`config.mk`:
```
export PLATFORM = sky130hd
export DESIGN_NAME = ysyx_23060221_wbu
export DESIGN_NICKNAME = d
export VERILOG_FILES = /design/src/rtl/ysyx_23060221_wbu_pkg.sv /design/src/rtl/ysyx_23060221_regfile.sv /design/src/rtl/ysyx_23060221_wbu.sv
export SDC_FILE = /design/constraint.sdc
export NUM_CORES = 2
export LEC_CHECK = 0
export ABC_AREA = 1
export ABC_CLOCK_PERIOD_IN_PS = 9680
export BUFFER_PORTS_ARGS = -buffer_cell sky130_fd_sc_hd__buf_4
export CAP_MARGIN = 40
export CORE_MARGIN = 5
export CORE_UTILIZATION = 30
export CTS_CLUSTER_DIAMETER = 200
export DETAILED_ROUTE_END_ITERATION = 7
export PLACE_DENSITY = 0.43
export SLEW_MARGIN = 20
export SYNTH_ARGS = -nofsm -noshare
export SYNTH_HDL_FRONTEND = slang
export SYNTH_SLANG_ARGS = --single-unit
```
`constraint.sdc`:
```
create_clock -name clk -period 9.68 [get_ports clk]
set_clock_uncertainty 0.1 [all_clocks]
set_input_delay 0.968 -clock clk [delete_from_list [all_inputs] [get_ports clk]]
set_output_delay 0.968 -clock clk [all_outputs]
set_load 0.02 [all_outputs]
```
`src/rtl/ysyx_23060221_wbu_pkg.sv`:
```
// rtl/ysyx_23060221_wbu_pkg.sv - shared constants and types for the write-back stage
package ysyx_23060221_wbu_pkg;

  localparam logic [11:0] CSR_MSTATUS = 12'h300;
  localparam logic [11:0] CSR_MTVEC   = 12'h305;
  localparam logic [11:0] CSR_MEPC    = 12'h341;
  localparam logic [11:0] CSR_MCAUSE  = 12'h342;

  localparam logic [2:0] CSROP_NONE  = 3'd0;
  localparam logic [2:0] CSROP_CSRRW = 3'd1;
  localparam logic [2:0] CSROP_CSRRS = 3'd2;
  localparam logic [2:0] CSROP_ECALL = 3'd3;
  localparam logic [2:0] CSROP_MRET  = 3'd4;

  localparam logic [31:0] MCAUSE_ECALL_M = 32'd11;

  typedef enum logic {
    WBU_ACCEPT = 1'b0,
    WBU_ISSUE  = 1'b1
  } wbu_state_e;

endpackage

```
`src/rtl/ysyx_23060221_regfile.sv`:
```
// rtl/ysyx_23060221_regfile.sv - 32x32 register file, two async reads, one sync write
module ysyx_23060221_regfile (
  input  logic        clk,
  input  logic        we_i,
  input  logic [4:0]  waddr_i,
  input  logic [31:0] wdata_i,
  input  logic [4:0]  raddr1_i,
  input  logic [4:0]  raddr2_i,
  output logic [31:0] rdata1_o,
  output logic [31:0] rdata2_o
);

  // Contents are deliberately left unreset; entry 0 is never written.
  logic [31:0] regs_q [32];

  always_ff @(posedge clk) begin
    if (we_i && (waddr_i != 5'd0)) begin
      regs_q[waddr_i] <= wdata_i;
    end
  end

  assign rdata1_o = (raddr1_i == 5'd0) ? 32'd0 : regs_q[raddr1_i];
  assign rdata2_o = (raddr2_i == 5'd0) ? 32'd0 : regs_q[raddr2_i];

endmodule

```
`src/rtl/ysyx_23060221_wbu.sv`:
```
// rtl/ysyx_23060221_wbu.sv - write-back stage: register/CSR commit and next-PC issue
module ysyx_23060221_wbu
  import ysyx_23060221_wbu_pkg::*;
#(
  parameter logic [31:0] RESET_PC    = 32'h8000_0000,
  parameter logic [31:0] MSTATUS_RST = 32'h0000_1800
) (
  input  logic        clk,
  input  logic        rst,
  input  logic        EXU_valid,
  output logic        WBU_ready,
  input  logic [31:0] wd,
  input  logic [4:0]  rd,
  input  logic        regwr,
  input  logic [31:0] pc,
  input  logic [31:0] imm,
  input  logic [31:0] src1,
  input  logic        PCAsrc,
  input  logic        PCBsrc,
  input  logic [2:0]  csrop,
  input  logic [11:0] csraddr,
  output logic        WBU_valid,
  input  logic        IFU_ready,
  output logic [31:0] dnpc,
  input  logic [4:0]  rs1,
  input  logic [4:0]  rs2,
  output logic [31:0] rdata1,
  output logic [31:0] rdata2
);

  wbu_state_e  state_q, state_d;
  logic [31:0] dnpc_q, dnpc_d;
  logic [31:0] mstatus_q, mstatus_d;
  logic [31:0] mtvec_q, mtvec_d;
  logic [31:0] mepc_q, mepc_d;
  logic [31:0] mcause_q, mcause_d;

  logic        accept;
  logic        is_csrrw, is_csrrs, is_ecall, is_mret, is_csr_rmw;
  logic [31:0] csr_old, csr_new;
  logic [31:0] pc_base, pc_sum, pc_seq, pc_next;
  logic        rf_we;
  logic [31:0] rf_wdata;

  assign accept     = (state_q == WBU_ACCEPT) && EXU_valid;
  assign is_csrrw   = (csrop == CSROP_CSRRW);
  assign is_csrrs   = (csrop == CSROP_CSRRS);
  assign is_ecall   = (csrop == CSROP_ECALL);
  assign is_mret    = (csrop == CSROP_MRET);
  assign is_csr_rmw = is_csrrw || is_csrrs;

  // Unimplemented CSR indices read as zero.
  always_comb begin
    csr_old = 32'd0;
    case (csraddr)
      CSR_MSTATUS: csr_old = mstatus_q;
      CSR_MTVEC:   csr_old = mtvec_q;
      CSR_MEPC:    csr_old = mepc_q;
      CSR_MCAUSE:  csr_old = mcause_q;
      default:     csr_old = 32'd0;
    endcase
  end

  assign csr_new = is_csrrw ? src1 : (csr_old | src1);

  // jalr targets drop bit 0 of the sum; branches and sequential flow never set it.
  assign pc_base = PCBsrc ? src1 : pc;
  assign pc_sum  = pc_base + (PCAsrc ? imm : 32'd4);
  assign pc_seq  = {pc_sum[31:1], pc_sum[0] & ~PCBsrc};

  always_comb begin
    pc_next = pc_seq;
    if (is_ecall) begin
      pc_next = mtvec_q;
    end else if (is_mret) begin
      pc_next = mepc_q;
    end
  end

  always_comb begin
    state_d   = state_q;
    dnpc_d    = dnpc_q;
    mstatus_d = mstatus_q;
    mtvec_d   = mtvec_q;
    mepc_d    = mepc_q;
    mcause_d  = mcause_q;
    case (state_q)
      WBU_ACCEPT: begin
        if (EXU_valid) begin
          state_d = WBU_ISSUE;
          dnpc_d  = pc_next;
          if (is_csr_rmw) begin
            case (csraddr)
              CSR_MSTATUS: mstatus_d = csr_new;
              CSR_MTVEC:   mtvec_d   = csr_new;
              CSR_MEPC:    mepc_d    = csr_new;
              CSR_MCAUSE:  mcause_d  = csr_new;
              default:     ;
            endcase
          end
          if (is_ecall) begin
            mepc_d   = pc;
            mcause_d = MCAUSE_ECALL_M;
          end
        end
      end
      WBU_ISSUE: begin
        if (IFU_ready) begin
          state_d = WBU_ACCEPT;
        end
      end
      default: state_d = WBU_ISSUE;
    endcase
  end

  always_ff @(posedge clk or negedge rst) begin
    if (!rst) begin
      state_q   <= WBU_ISSUE;
      dnpc_q    <= RESET_PC;
      mstatus_q <= MSTATUS_RST;
      mtvec_q   <= 32'd0;
      mepc_q    <= 32'd0;
      mcause_q  <= 32'd0;
    end else begin
      state_q   <= state_d;
      dnpc_q    <= dnpc_d;
      mstatus_q <= mstatus_d;
      mtvec_q   <= mtvec_d;
      mepc_q    <= mepc_d;
      mcause_q  <= mcause_d;
    end
  end

  // ecall never writes rd, whatever regwr says.
  assign rf_we    = accept && regwr && (rd != 5'd0) && !is_ecall;
  assign rf_wdata = is_csr_rmw ? csr_old : wd;

  ysyx_23060221_regfile u_regfile (
    .clk      (clk),
    .we_i     (rf_we),
    .waddr_i  (rd),
    .wdata_i  (rf_wdata),
    .raddr1_i (rs1),
    .raddr2_i (rs2),
    .rdata1_o (rdata1),
    .rdata2_o (rdata2)
  );

  assign WBU_ready = (state_q == WBU_ACCEPT);
  assign WBU_valid = (state_q == WBU_ISSUE);
  assign dnpc      = dnpc_q;

endmodule

```
# Word-level counts from Yosys, hierarchy flattened

Memory sizes are Yosys's and may differ from the RTL's.
Index checks and enable logic that the tools add are counted.

Bits in registers: 161
RAM bits: 1024
Input bits: 165
Output and inout port bits: 98
Memories kept: 1

Memory list:

| memory           | depth | width | read ports | clocked after memory_dff | wr ports | line                        | text |
|---|---|---|---|---|---|---|---|
| u_regfile.regs_q | 32    | 32    | 2          | 0                        | 1        | ysyx_23060221_regfile.sv:14 | `logic [31:0] regs_q [32];` |

Add/sub/neg operators: 1
Equality and inequality tests: 8
Multiplexer cells: 20
Bitwise gates (word level): 4
Reductions and logical operators: 18

Operators by type and width:

| kind                 | number |
|---|---|
| $mux 32              | 14 |
| $pmux 32 s4          | 1 |
| $eq 12x10->1 const B | 4 |
| $add 32x32->32       | 1 |
| $or 32x32->32        | 1 |
| $reduce_and 4->1     | 4 |
| $logic_not 5->1      | 2 |
| $eq 3x2->1 const B   | 2 |
| $reduce_bool 2->1    | 3 |
| $logic_and 1x1->1    | 5 |
| $reduce_bool 5->1    | 1 |
| $mux 1               | 4 |
| $eq 3x1->1 const B   | 1 |
| $eq 3x3->1 const B   | 1 |
| $not 1->1            | 2 |
| $pmux 1 s2           | 1 |
| $reduce_and 2->1     | 1 |
| $and 1x1->1          | 1 |
| $logic_not 1->1      | 1 |
| $logic_or 1x1->1     | 1 |

# Longest topological paths before layout

Depth in word-level cells: 8
Gate-level depth with buffers: 19

# Cells and area by module

From an unflattened synthesis, not the netlist that was laid out.

Cell total of the unflattened synthesis: 7859
Area, all modules: 63535.9 um^2

By module, submodules not included:

| module                | instances | cells each | area each (um^2) | sequential area each (um^2) |
|---|---|---|---|---|
| ysyx_23060221_regfile | 1         | 5972       | 51687.1          | 30749.5 |
| ysyx_23060221_wbu     | 1         | 1887       | 11848.9          | 4033.9 |

# Least setup slack after synthesis

Ideal clock, no wire load.

Path kind: input -> register
From: in EXU_valid
To: mem u_regfile.regs_q[4][0], enable pin
Arrival time: 4.501 ns
Data required time: 9.078 ns
Path slack: 4.577 ns
Cell stages on the path: 4
Buffers on the path: 0
Path through: nand2_1 > inv_1 > nand3_1 > nor4_1

Word-level cells in the longest chain between the ends: 7

RTL lines:

| element                        | line                        | text |
|---|---|---|
| start, declared                | ysyx_23060221_wbu.sv:10     | `input logic EXU_valid,` |
| $logic_and 1x1->1              | ysyx_23060221_wbu.sv:45     | `assign accept = (state_q == WBU_ACCEPT) && EXU_valid;` |
| $logic_and 1x1->1 (3 in a row) | ysyx_23060221_wbu.sv:135    | `assign rf_we = accept && regwr && (rd != 5'd0) && !is_ecall;` |
| $logic_and 1x1->1              | ysyx_23060221_regfile.sv:17 | `if (we_i && (waddr_i != 5'd0)) begin` |
| $mux 1                         | ysyx_23060221_regfile.sv:17 |  |
| $mux 1 (not written as such)   | ysyx_23060221_regfile.sv:18 | `regs_q[waddr_i] <= wdata_i;` |
| end, declared                  | ysyx_23060221_regfile.sv:14 |  |

No other way between the ends.

# Final worst setup path

From: in rs2[0]
To: out rdata2[25]

Word-level cells in the longest chain between the ends: 2
Elaborated cells on any way between the ends: 3

RTL lines:

| element                                          | line                        | text |
|---|---|---|
| start, declared                                  | ysyx_23060221_wbu.sv:26     | `input logic [4:0] rs2,` |
| $mem_v2 32x32 or $logic_not 5->1 (tied branches) | n/a                         |  |
| $mux 32 *                                        | ysyx_23060221_regfile.sv:23 | `assign rdata2_o = (raddr2_i == 5'd0) ? 32'd0 : regs_q[raddr2_i];` |
| end, declared                                    | ysyx_23060221_wbu.sv:28     | `output logic [31:0] rdata2` |

Every way passes the cells marked *; elsewhere a longest branch is shown, timed or not.

==> out/metrics.csv <==
stage,metric,value,unit
outcome,outcome,"complete, no violations",
floorplanning,top_level_ports,263,
cells_and_area,nets,7024,
cells_and_area,drive_above_1_share,0.1028,
sta,endpoints_failing_setup,0,
synth,postSynthCellCount,6728,
global_routing,globalRoute.totalOverflow,0,
worst_setup_path,crit_slowest_cell,buf_4,
run,max_cap_violations,0,
global_routing,global_route.usage.total,0.2445,
global_routing,grt_first_pass_wirelength,378500,um
global_routing,grt_pass1_vias,51780,
floorplanning,fp-row-count,165,
detailed_routing,postRouteAntennaNets,0,
sta,report.final.slew_viol_count,0,
place,hpwl,156600,um
worst_setup_path,setup.worst_path.class,input pin to output port,
sta,worst_pin_slew,1.099,ns
synth,synth_area_leaders,"edfxtp_1 50%, o21ai_0 10%, nor2_1 6.7%",
detailed_routing,wl,268200,um
clock_network,cts.hold.buffers_added,0,
synth,yosys_warnings,0,
synth,yosys.area.top_type,edfxtp_1,
synth,ys_seq_elements,1185,
worst_setup_path,cp_cell_sequence,"buf_8, buf_4, buf_4, o21ai_0, o221ai_1, nand3_1, nand3_1, nand2_1, a21oi_1, buf_4",
worst_setup_path,setup.reg_to_reg.worst_slack,5.40,ns
place,final_wtd_congestion,0.8356,
floorplanning,design.die.area,212300,um^2
pwr,total_leakage_power,26.38,nW
detailed_routing,remaining_drc_errors,0,
detailed_routing,detail_route.wl_per_cell,27.88,um
clock_network,cts_buffer_depth,3,
sta,grt_setup_unrepaired,no,
place,place.port_buffers,262,
floorplanning,start_util,0.3015,
synth,synth-main-ff-cell,edfxtp_1,
clock_network,clk_transition_reported_paths,0.07,ns
sta,finalHoldViolations,0,
synth,number_of_distinct_standard_cells_referenced_by_the_synthesized_netlist,51,
hold_path,min_path_type,input pin to asynchronous set/reset pin,
floorplanning,die_w,460.7,um
worst_setup_path,crit_required,8.61,ns
cells_and_area,area_growth_syn_to_layout,16.31,%
clock_network,ctsRootBufferMaster,clkbuf_16,
pwr,peakVddDrop,0.0001936,V
clock_network,number_of_buffers_inserted_to_repair_setup_after_cts,0,
clock_network,cts_repair_resize_count,0,
worst_setup_path,worst-path-max-fanout,76,
synth,synth_edf_count,1024,
sta,slew_headroom,0.2677,
synth,ys_seq_area_frac,0.5707,
detailed_routing,drt-vias-per-instance,5.647,
sta,finalCritPeriodShare,0.5829,
worst_setup_path,critical_path_most_common_cell,buf_4,
cells_and_area,n_fill_cell,20350,
synth,synth_top_area_share,0.5045,
detailed_routing,route.vias.total,54330,
worst_setup_path,worst_setup_path_start_kind,input pin,
synth,ys_async_sr_fraction,0.1359,
floorplanning,core,202100,um^2
sta,layout_min_cycle_time,5.643,ns
worst_setup_path,slowest_delay,0.77,ns
synth,syn_avg_cell_area,9.058,um^2
synth,syn-cell-area,60940,um^2
detailed_routing,drt_iter0_drc,6489,
clock_network,clock_tree_from_tritoncts,done,
clock_network,clock_sink_count,1185,
sta,fin_tns_setup,0,ns
worst_setup_path,cp-end-kind,output port,
clock_network,insertion_delay,0.80,ns
global_routing,grt_antenna_before_repair,7,
clock_network,cts_htree_levels,4,
pwr,cellPowerDensity,180.9,nW/um^2
floorplanning,die_y,460.7,um
sta,clock.fmax,177.2,MHz
clock_network,tritoncts.num_buffers,145,
pwr,total_power,12.82,mW
global_routing,largest_net_degree_at_the_start_of_global_routing,158,
detailed_routing,drtPass1Iterations,6,
worst_setup_path,worstPathArrival,4.57,ns
power breakdown:
group	switching, mW	internal (mW)	leakage (nW)	total, mW
combinational	1.26	0.510	13.1	1.77
clock	2.32	2.93	2.16	5.25
sequential	0.0847	5.71	11.1	5.80
total	3.67	9.15	26.4	12.8
per-stage QoR:
| stage | cell area (um^2) | hold WS [ns] | util | setup slack [ns] | std cells |
|---|---|---|---|---|---|
| after CTS | 70790 | 0.06746 | 0.3502 | 4.017 | 9612 |
| after detailed placement | 66330 | 0.3660 | 0.3282 | 4.033 | 9347 |
| after floorplan | 61060 | 0.3497 | - | 4.577 | 6759 |
| after global placement | 65460 | 0.3623 | 0.3239 | 4.022 | 9302 |
| final | 70880 | 0.08850 | 0.3507 | 4.037 | 9620 |
| after global routing | 70880 | 0.1245 | 0.3507 | 3.838 | 9618 |
placed cells by master, fill, tap and decap left out, types with 7 or more instances in the layout:
cell type | netlist | routed
o21ai_0 | 1258 | 1258
nor2_1 | 1090 | 1058
edfxtp_1 | 1024 | 1024
nand2_1 | 992 | 983
buf_4 | 34 | 373
inv_1 | 368 | 364
a21oi_1 | 317 | 317
nand3_1 | 291 | 290
o221ai_1 | 181 | 181
dfrtp_1 | 157 | 157
o22ai_1 | 152 | 152
clkbuf_16 | 0 | 145
o211ai_1 | 97 | 97
o21ai_1 | 65 | 65
a31oi_1 | 46 | 46
clkinv_1 | 1 | 38
clkbuf_1 | 288 | 38
nor2_4 | 2 | 34
conb_1 | 1 | 32
ha_1 | 31 | 31
buf_12 | 0 | 25
nor3_1 | 17 | 17
buf_16 | 0 | 17
clkinv_2 | 0 | 16
nand2_2 | 5 | 14
mux2i_1 | 13 | 13
inv_6 | 0 | 12
and3_1 | 13 | 12
nand4_1 | 10 | 10
o21ai_2 | 10 | 10
xor2_1 | 10 | 10
buf_8 | 0 | 9
a211oi_1 | 8 | 8
buf_2 | 153 | 7
state kept, by name, indices dropped and copies added (netlist names):
register and cells:
mtvec_q 32, u_regfile.regs_q 1024, mepc_q 32, mstatus_q 32
mcause_q 32, WBU_valid 1, dnpc 32
cells in the mapped netlist, types with 5 or more instances:
cell type	instances
ha_1	31
dfrtp_1	157
and3_1	13
o221ai_1	181
xnor2_1	5
inv_1	368
nor2_1	1090
xor2_1	10
o311a_1	5
buf_4	34
o21ai_1	65
a31oi_1	46
buf_6	7
o21ai_2	10
nor3_1	17
buf_2	153
edfxtp_1	1024
a21oi_1	317
nand4_1	10
mux2i_1	13
o211ai_1	97
nand2_1	992
inv_2	9
nand2_2	5
buf_1	32
a211oi_1	8
clkbuf_1	288
nand3_1	291
o21ai_0	1258
o22ai_1	152
cells by family after synthesis:
kind of cell	Yosys count	synth area share
xor+xnor	15	0.002156
mux	13	0.002135
flops	1185	0.5707
compound gates	2156	0.1985
fa+ha+maj	32	0.006693
other cells	1	0.00006153
buf+inv	892	0.06104
simple gates	2434	0.1586
critical path, delay by kind of cell:
kind                   cells  cell delay, ns
buffers and inverters      4            2.06
AOI/OAI and AO/OA          3            0.97
and+or+nand+nor            3            0.39
final cells by class:
cell class / instances / area [um^2] / area share
diodes: 3 / 7.507 / 0.0001059
clock buffers: 187 / 3826 / 0.05398
clock inverters: 78 / 636.9 / 0.008985
inverters: 378 / 1455 / 0.02053
multi-input cells: 4682 / 22850 / 0.3223
flip-flops and latches: 1185 / 34780 / 0.4907
well taps: 2672 / 3343 / 0.04716
repair buffers: 435 / 3986 / 0.05624
path summary, 6_finish.rpt:
path,start,endpoint,cells past startpoint
setup reg to reg,WBU_valid$_DFF_PN1_,u_regfile.regs_q[24][17]$_DFFE_PP_,8
hold reg to reg,mcause_q[3]$_DFFE_PN0P_,mcause_q[3]$_DFFE_PN0P_,2
hold / removal,rst,dnpc[22]$_DFFE_PN0P_,1
setup / recovery,rs2[0],rdata2[25],10
max in group asynchronous,rst,dnpc[31]$_DFFE_PN1P_,4
min in group clk,IFU_ready,WBU_valid$_DFF_PN1_,2
layer usage:
metal / GRT usage / vias up / share of wire
met4: 0.08561 / 2 / 0.034
li1: - / 24000 / -
met5: 0 / - / 0.000048
met2: 0.3837 / 2787 / 0.45
met1: 0.3446 / 27070 / 0.44
met3: 0.03651 / 465 / 0.078
No activity file was read; power rests on OpenSTA's default activity.
